===== src/rtl/pipeline_control.sv =====
// pipeline_control: hazard, forwarding and write-enable controller for a
// 5-stage RV32I pipeline. Decodes IR2..IR5 plus the registered branch-taken
// flag and drives every datapath mux select and both write enables.
// All outputs are combinational. A single registered "armed" bit holds the
// pipeline in a safe, flushing state until the first clock edge after reset
// is released.
module pipeline_control (
  input  logic        clk_i,
  input  logic        rst_ni,
  input  logic [31:0] ir2_output,
  input  logic [31:0] ir3_output,
  input  logic [31:0] ir4_output,
  input  logic [31:0] ir5_output,
  input  logic        branch_control_output,
  output logic [1:0]  select_pc,
  output logic [1:0]  select_ir2,
  output logic        select_pc2,
  output logic        select_pc3,
  output logic [1:0]  select_ir3,
  output logic        select_ir4,
  output logic [1:0]  select_x3,
  output logic [1:0]  select_y3,
  output logic [1:0]  select_md3,
  output logic [1:0]  select_operand1,
  output logic [1:0]  select_operand2,
  output logic [1:0]  select_md4,
  output logic        select_datawrite,
  output logic [1:0]  select_z5,
  output logic        reg_write_enable,
  output logic        data_write_signal
);

  localparam logic [6:0] OP_LUI    = 7'b0110111;
  localparam logic [6:0] OP_AUIPC  = 7'b0010111;
  localparam logic [6:0] OP_JAL    = 7'b1101111;
  localparam logic [6:0] OP_JALR   = 7'b1100111;
  localparam logic [6:0] OP_BRANCH = 7'b1100011;
  localparam logic [6:0] OP_LOAD   = 7'b0000011;
  localparam logic [6:0] OP_STORE  = 7'b0100011;
  localparam logic [6:0] OP_OPIMM  = 7'b0010011;
  localparam logic [6:0] OP_OP     = 7'b0110011;

  // Opcode classes. rd != 0 is checked separately for writers.
  function automatic logic f_writes(input logic [6:0] op);
    return (op == OP_LUI) || (op == OP_AUIPC) || (op == OP_JAL) ||
           (op == OP_JALR) || (op == OP_LOAD) || (op == OP_OPIMM) ||
           (op == OP_OP);
  endfunction

  function automatic logic f_uses_rs1(input logic [6:0] op);
    return (op == OP_JALR) || (op == OP_BRANCH) || (op == OP_LOAD) ||
           (op == OP_STORE) || (op == OP_OPIMM) || (op == OP_OP);
  endfunction

  function automatic logic f_uses_rs2(input logic [6:0] op);
    return (op == OP_BRANCH) || (op == OP_STORE) || (op == OP_OP);
  endfunction

  // Instructions whose Y operand comes from the immediate generator.
  function automatic logic f_imm_y(input logic [6:0] op);
    return (op == OP_LUI) || (op == OP_AUIPC) || (op == OP_JAL) ||
           (op == OP_JALR) || (op == OP_LOAD) || (op == OP_STORE) ||
           (op == OP_OPIMM);
  endfunction

  // Field extraction per stage.
  logic [6:0] op2, op3, op4, op5;
  logic [4:0] rs1_2, rs2_2;
  logic [4:0] rd3, rs1_3, rs2_3;
  logic [4:0] rd4, rs2_4;
  logic [4:0] rd5;
  logic       wr4, wr5;
  logic       redirect, load_use;
  logic       armed_d, armed_q;
  logic       unused_bits;

  assign op2   = ir2_output[6:0];
  assign rs1_2 = ir2_output[19:15];
  assign rs2_2 = ir2_output[24:20];

  assign op3   = ir3_output[6:0];
  assign rd3   = ir3_output[11:7];
  assign rs1_3 = ir3_output[19:15];
  assign rs2_3 = ir3_output[24:20];

  assign op4   = ir4_output[6:0];
  assign rd4   = ir4_output[11:7];
  assign rs2_4 = ir4_output[24:20];

  assign op5   = ir5_output[6:0];
  assign rd5   = ir5_output[11:7];

  // Immediate / funct bits are the datapath's concern, not the controller's.
  assign unused_bits = ^{ir2_output[31:25], ir2_output[14:7],
                         ir3_output[31:25], ir3_output[14:12],
                         ir4_output[31:25], ir4_output[19:12],
                         ir5_output[31:12]};

  // Writers into the register file; x0 never counts as a producer.
  assign wr4 = f_writes(op4) && (rd4 != 5'd0);
  assign wr5 = f_writes(op5) && (rd5 != 5'd0);

  // Control transfer resolved in the memory stage.
  assign redirect = (op4 == OP_JAL) || (op4 == OP_JALR) ||
                    ((op4 == OP_BRANCH) && branch_control_output);

  // A load in execute feeding the instruction in decode. A store's data
  // register (rs2) is excluded: that value is forwarded late via
  // select_datawrite, so no bubble is needed for it.
  assign load_use = (op3 == OP_LOAD) && (rd3 != 5'd0) &&
                    ((f_uses_rs1(op2) && (rd3 == rs1_2)) ||
                     (f_uses_rs2(op2) && (op2 != OP_STORE) && (rd3 == rs2_2)));

  assign armed_d = 1'b1;

  // Arm the controller on the first edge that samples reset released.
  always_ff @(posedge clk_i) begin
    if (!rst_ni) begin
      armed_q <= 1'b0;
    end else begin
      armed_q <= armed_d;
    end
  end

  // Select and enable decode, gated to safe values while disarmed.
  always_comb begin
    select_pc         = 2'd0;
    select_ir2        = 2'd0;
    select_pc2        = 1'b0;
    select_pc3        = 1'b0;
    select_ir3        = 2'd0;
    select_ir4        = 1'b0;
    select_x3         = 2'd0;
    select_y3         = 2'd0;
    select_md3        = 2'd0;
    select_operand1   = 2'd0;
    select_operand2   = 2'd0;
    select_md4        = 2'd0;
    select_datawrite  = 1'b0;
    select_z5         = 2'd0;
    reg_write_enable  = 1'b0;
    data_write_signal = 1'b0;

    if (!armed_q) begin
      // Flush every stage and write nothing until armed.
      select_ir2 = 2'd1;
      select_ir3 = 2'd1;
      select_ir4 = 1'b1;
    end else begin
      // Decode stage: X/Y/MD operand sources, with writeback bypass.
      if ((op2 == OP_AUIPC) || (op2 == OP_JAL)) begin
        select_x3 = 2'd2;
      end else if (op2 == OP_LUI) begin
        select_x3 = 2'd3;
      end else if (wr5 && (rd5 == rs1_2)) begin
        select_x3 = 2'd1;
      end

      if (f_imm_y(op2)) begin
        select_y3 = 2'd2;
      end else if (wr5 && (rd5 == rs2_2)) begin
        select_y3 = 2'd1;
      end

      if (wr5 && (rd5 == rs2_2)) begin
        select_md3 = 2'd1;
      end

      // Execute stage: forward from memory (non-load) first, then writeback.
      if (f_uses_rs1(op3)) begin
        if (wr4 && (op4 != OP_LOAD) && (rd4 == rs1_3)) begin
          select_operand1 = 2'd1;
        end else if (wr5 && (rd5 == rs1_3)) begin
          select_operand1 = 2'd2;
        end
      end

      if ((op3 == OP_OP) || (op3 == OP_BRANCH)) begin
        if (wr4 && (op4 != OP_LOAD) && (rd4 == rs2_3)) begin
          select_operand2 = 2'd1;
        end else if (wr5 && (rd5 == rs2_3)) begin
          select_operand2 = 2'd2;
        end
      end

      if (op3 == OP_STORE) begin
        if (wr4 && (op4 != OP_LOAD) && (rd4 == rs2_3)) begin
          select_md4 = 2'd1;
        end else if (wr5 && (rd5 == rs2_3)) begin
          select_md4 = 2'd2;
        end
      end

      // Memory stage: store enable and load-to-store data bypass.
      data_write_signal = (op4 == OP_STORE);
      select_datawrite  = (op4 == OP_STORE) && (op5 == OP_LOAD) &&
                          (rd5 == rs2_4) && (rs2_4 != 5'd0);

      // Writeback stage: result source and register-file enable.
      if (op5 == OP_LOAD) begin
        select_z5 = 2'd1;
      end else if ((op5 == OP_JAL) || (op5 == OP_JALR)) begin
        select_z5 = 2'd2;
      end
      reg_write_enable = wr5;

      // Hazard handling: a redirect flushes and takes priority over a stall.
      if (redirect) begin
        select_pc  = (op4 == OP_JALR) ? 2'd2 : 2'd1;
        select_ir2 = 2'd1;
        select_ir3 = 2'd1;
        select_ir4 = 1'b1;
      end else if (load_use) begin
        select_pc  = 2'd3;
        select_ir2 = 2'd2;
        select_pc2 = 1'b1;
        select_ir3 = 2'd1;
        select_pc3 = 1'b1;
      end
    end
  end

endmodule


===== config.mk =====
export PLATFORM = sky130hd
export DESIGN_NAME = pipeline_control
export DESIGN_NICKNAME = d
export VERILOG_FILES = /design/src/rtl/pipeline_control.sv
export SDC_FILE = /design/constraint.sdc
export NUM_CORES = 1
export LEC_CHECK = 0
export ABC_AREA = 1
export CAP_MARGIN = 10
export CELL_PAD_IN_SITES_DETAIL_PLACEMENT = 0
export CELL_PAD_IN_SITES_GLOBAL_PLACEMENT = 1
export CORE_ASPECT_RATIO = 1.2
export CORE_MARGIN = 5
export CORE_UTILIZATION = 16
export CTS_BUF_LIST = sky130_fd_sc_hd__clkbuf_8
export DETAILED_ROUTE_END_ITERATION = 8
export GPL_TIMING_DRIVEN = 0
export PLACE_DENSITY_LB_ADDON = 0.12
export SYNTH_ARGS = -nofsm -noshare
export SYNTH_HDL_FRONTEND = slang
export SYNTH_SLANG_ARGS = --single-unit

===== constraint.sdc =====
create_clock -name clk_i -period 5 [get_ports clk_i]
set_input_delay 1.5 -clock clk_i [delete_from_list [all_inputs] [get_ports clk_i]]
set_output_delay 1.5 -clock clk_i [all_outputs]
set_load 0.02 [all_outputs]

==> flow_metrics.env <==
export IMPL_ys_seq_area_share_pct=1.55
export IMPL_crit_path_top_delay_cell="clkdlybuf4s50_1"
export IMPL_finalSetupViolCount=0
export IMPL_grtUsageTotal_pct=9.64
export IMPL_num_rows=36
export IMPL_use_met1_pct=11.2
export IMPL_dp_cells=426
export IMPL_wl_per_cell_microns=12.2
export IMPL_dr_pass1_iters=4
export IMPL_area_growth_pct=81.4
export IMPL_clk_pin_slew_ns=0
export IMPL_synthCells=241
export IMPL_worstPathRequired_ns=3.50
export IMPL_stdcell_count=426
export IMPL_fmax_mhz=206
export IMPL_dr_total_vias=1728
export IMPL_final_layout_size_suffix_gt1_share_pct=10.3
export IMPL_tns_ns=0
export IMPL_fp_dieArea_sq_um=9970
export IMPL_drv_slew=0
export IMPL_placed_area_sq_um=2300
export IMPL_die_w_microns=92.0
export IMPL_routed_wl_mm=5.20
export IMPL_hold_violations=0
export IMPL_dr_first_iter_drc_count=50
export IMPL_synth_seq_cells=1
export IMPL_io_buffers=89
export IMPL_grt_pass1_vias=1727
export IMPL_end_kind="output pin"
export IMPL_synth_distinct_cells=28
export IMPL_reg_top3="armed_q (1)"
export IMPL_fin_total_pwr_mw=0.154
export IMPL_top_register="armed_q"
export IMPL_finalInstanceArea_sq_um=2340
export IMPL_ys_warn_count=0
export IMPL_fin_crit_sh_pct=97.3
export IMPL_timing_final_crit_period_ns=4.87
export IMPL_max_stage_delay_ns=0.59
export IMPL_synthesis_area_sq_um=1290
export IMPL_syn_avg_cell_area_sq_um=5.35
export IMPL_critPathKind="in2out"
export IMPL_min_path_type="in2reg"
export IMPL_final_cell_mix="clkdlybuf4s50_1 (72), nand2_1 (48), inv_1 (33), nor2_1 (25), xnor2_1 (23)"
export IMPL_grt_pass1_wl_mm=7.95
export IMPL_grt_met3_usage_pct=1.60
export IMPL_cts_resized=8
export IMPL_p_leak_nw=1.17
export IMPL_status="complete, no violations"
export IMPL_arrival_ns=3.37
export IMPL_grt_max_degree=10
export IMPL_dp_hpwl_mm=4.83
export IMPL_cts_hold_fix_buffers=0
export IMPL_antenna_found_initial=0
export IMPL_nets=464
export IMPL_post_cts_setup_buffers=0
export IMPL_gr_max_usage_layer="met2"
export IMPL_final_common_cell="clkdlybuf4s50_1"
export IMPL_vias_per_cell=4.06
export IMPL_ir_drop_uv=23.0
export IMPL_critPathLaunchType="input port"
export IMPL_path_max_fanout=3
export IMPL_die_h_microns=108
export IMPL_rsz0062_at_grt="no"
export IMPL_grt_overflow=0
export IMPL_design_core_area_sq_um=8020
export IMPL_final_core_utilization_pct=29.2
export IMPL_gp_congestion=0.753
export IMPL_use_met2_pct=19.4
export IMPL_largest_reg_flops=1
export IMPL_power_density_nw_per_um2=66.0
export IMPL_start_util_pct=16.1
export IMPL_path_cells="clkdlybuf4s50_1, inv_1, nor3_2, nand3_1, nand2_1, nor2_1, inv_1, buf_4, clkdlybuf4s50_1"
export IMPL_maxCapViolations=0
export IMPL_diodes=0
export IMPL_drc=0
export IMPL_drtAntennaViolNets=0
export IMPL_io_pin_count=157
[metrics by stage]
| stage | hold WS, ns | setup WS, ns |
|---|---|---|
| 6_report | 1.96 | 0.134 |
| 5_1_grt | 1.98 | 0.00165 |
| 4_1_cts | 1.96 | 0.000481 |
| 3_5_place_dp | 1.95 | -0.153 |
| 3_3_place_gp | 1.95 | -0.169 |
| 2_1_floorplan | 1.53 | 0.802 |
[critical path, delay by kind of cell]
kind / cells / cell delay, ns
and+or+nand+nor: 4 / 0.50
buffers and inverters: 5 / 1.37
[layer usage]
| layer | vias up | share of wire (%) |
|---|---|---|
| li1 | 936 | - |
| met1 | 739 | 40 |
| met2 | 53 | 53 |
| met3 | 0 | 6.7 |
| met4 | 0 | 0 |
| met5 | - | 0 |
[kinds of logic after synthesis]
logic type / after synthesis / share of synthesized area, %
xor+xnor: 36 / 24.4
simple gates: 137 / 50.3
other cells: 1 / 0.291
flops: 1 / 1.55
buf+inv: 50 / 16.5
compound gates: 16 / 6.89
[Yosys cell counts, drive strengths merged]
library cell / count / share of area, %
a21oi: 9 / 3.5
a31oi: 1 / 0.49
and2: 1 / 0.49
and3: 1 / 0.87
buf: 10 / 4.8
clkinv: 1 / 0.29
conb: 1 / 0.29
dfxtp: 1 / 1.6
inv: 39 / 11
nand2: 48 / 14
nand3: 21 / 8.5
nand4: 9 / 4.4
nor2: 32 / 10
nor3: 20 / 9.3
nor3b: 1 / 0.58
o21ai: 4 / 1.6
o221a: 1 / 0.87
o22ai: 1 / 0.49
or2: 4 / 1.9
xnor2: 23 / 16
xor2: 13 / 8.8
[path summary, 6_finish.rpt]
| check | end | from | slack, ns | cells after the start |
|---|---|---|---|---|
| max | select_ir2[0] | ir4_output[6] | 0.13 | 9 |
| min | armed_q | rst_ni | 1.96 | 1 |
[report_power, final]
| group | total [mW] | internal, mW | switching [mW] |
|---|---|---|---|
| clock | 0 | 0 | 0 |
| sequential | 0.00941 | 0.00859 | 0.000823 |
| combinational | 0.145 | 0.0809 | 0.0640 |
| total | 0.154 | 0.0895 | 0.0648 |
[final cells by class]
class | instances | area (sq um)
Fill cell | 913 | 5680
Inverter | 40 | 150
Buffer | 10 | 62.6
Multi-Input combinational cell | 191 | 1080
Sequential cell | 1 | 20.0
Timing Repair Buffer | 89 | 903
Tap cell | 95 | 119
No activity file was read; power rests on OpenSTA's default activity.
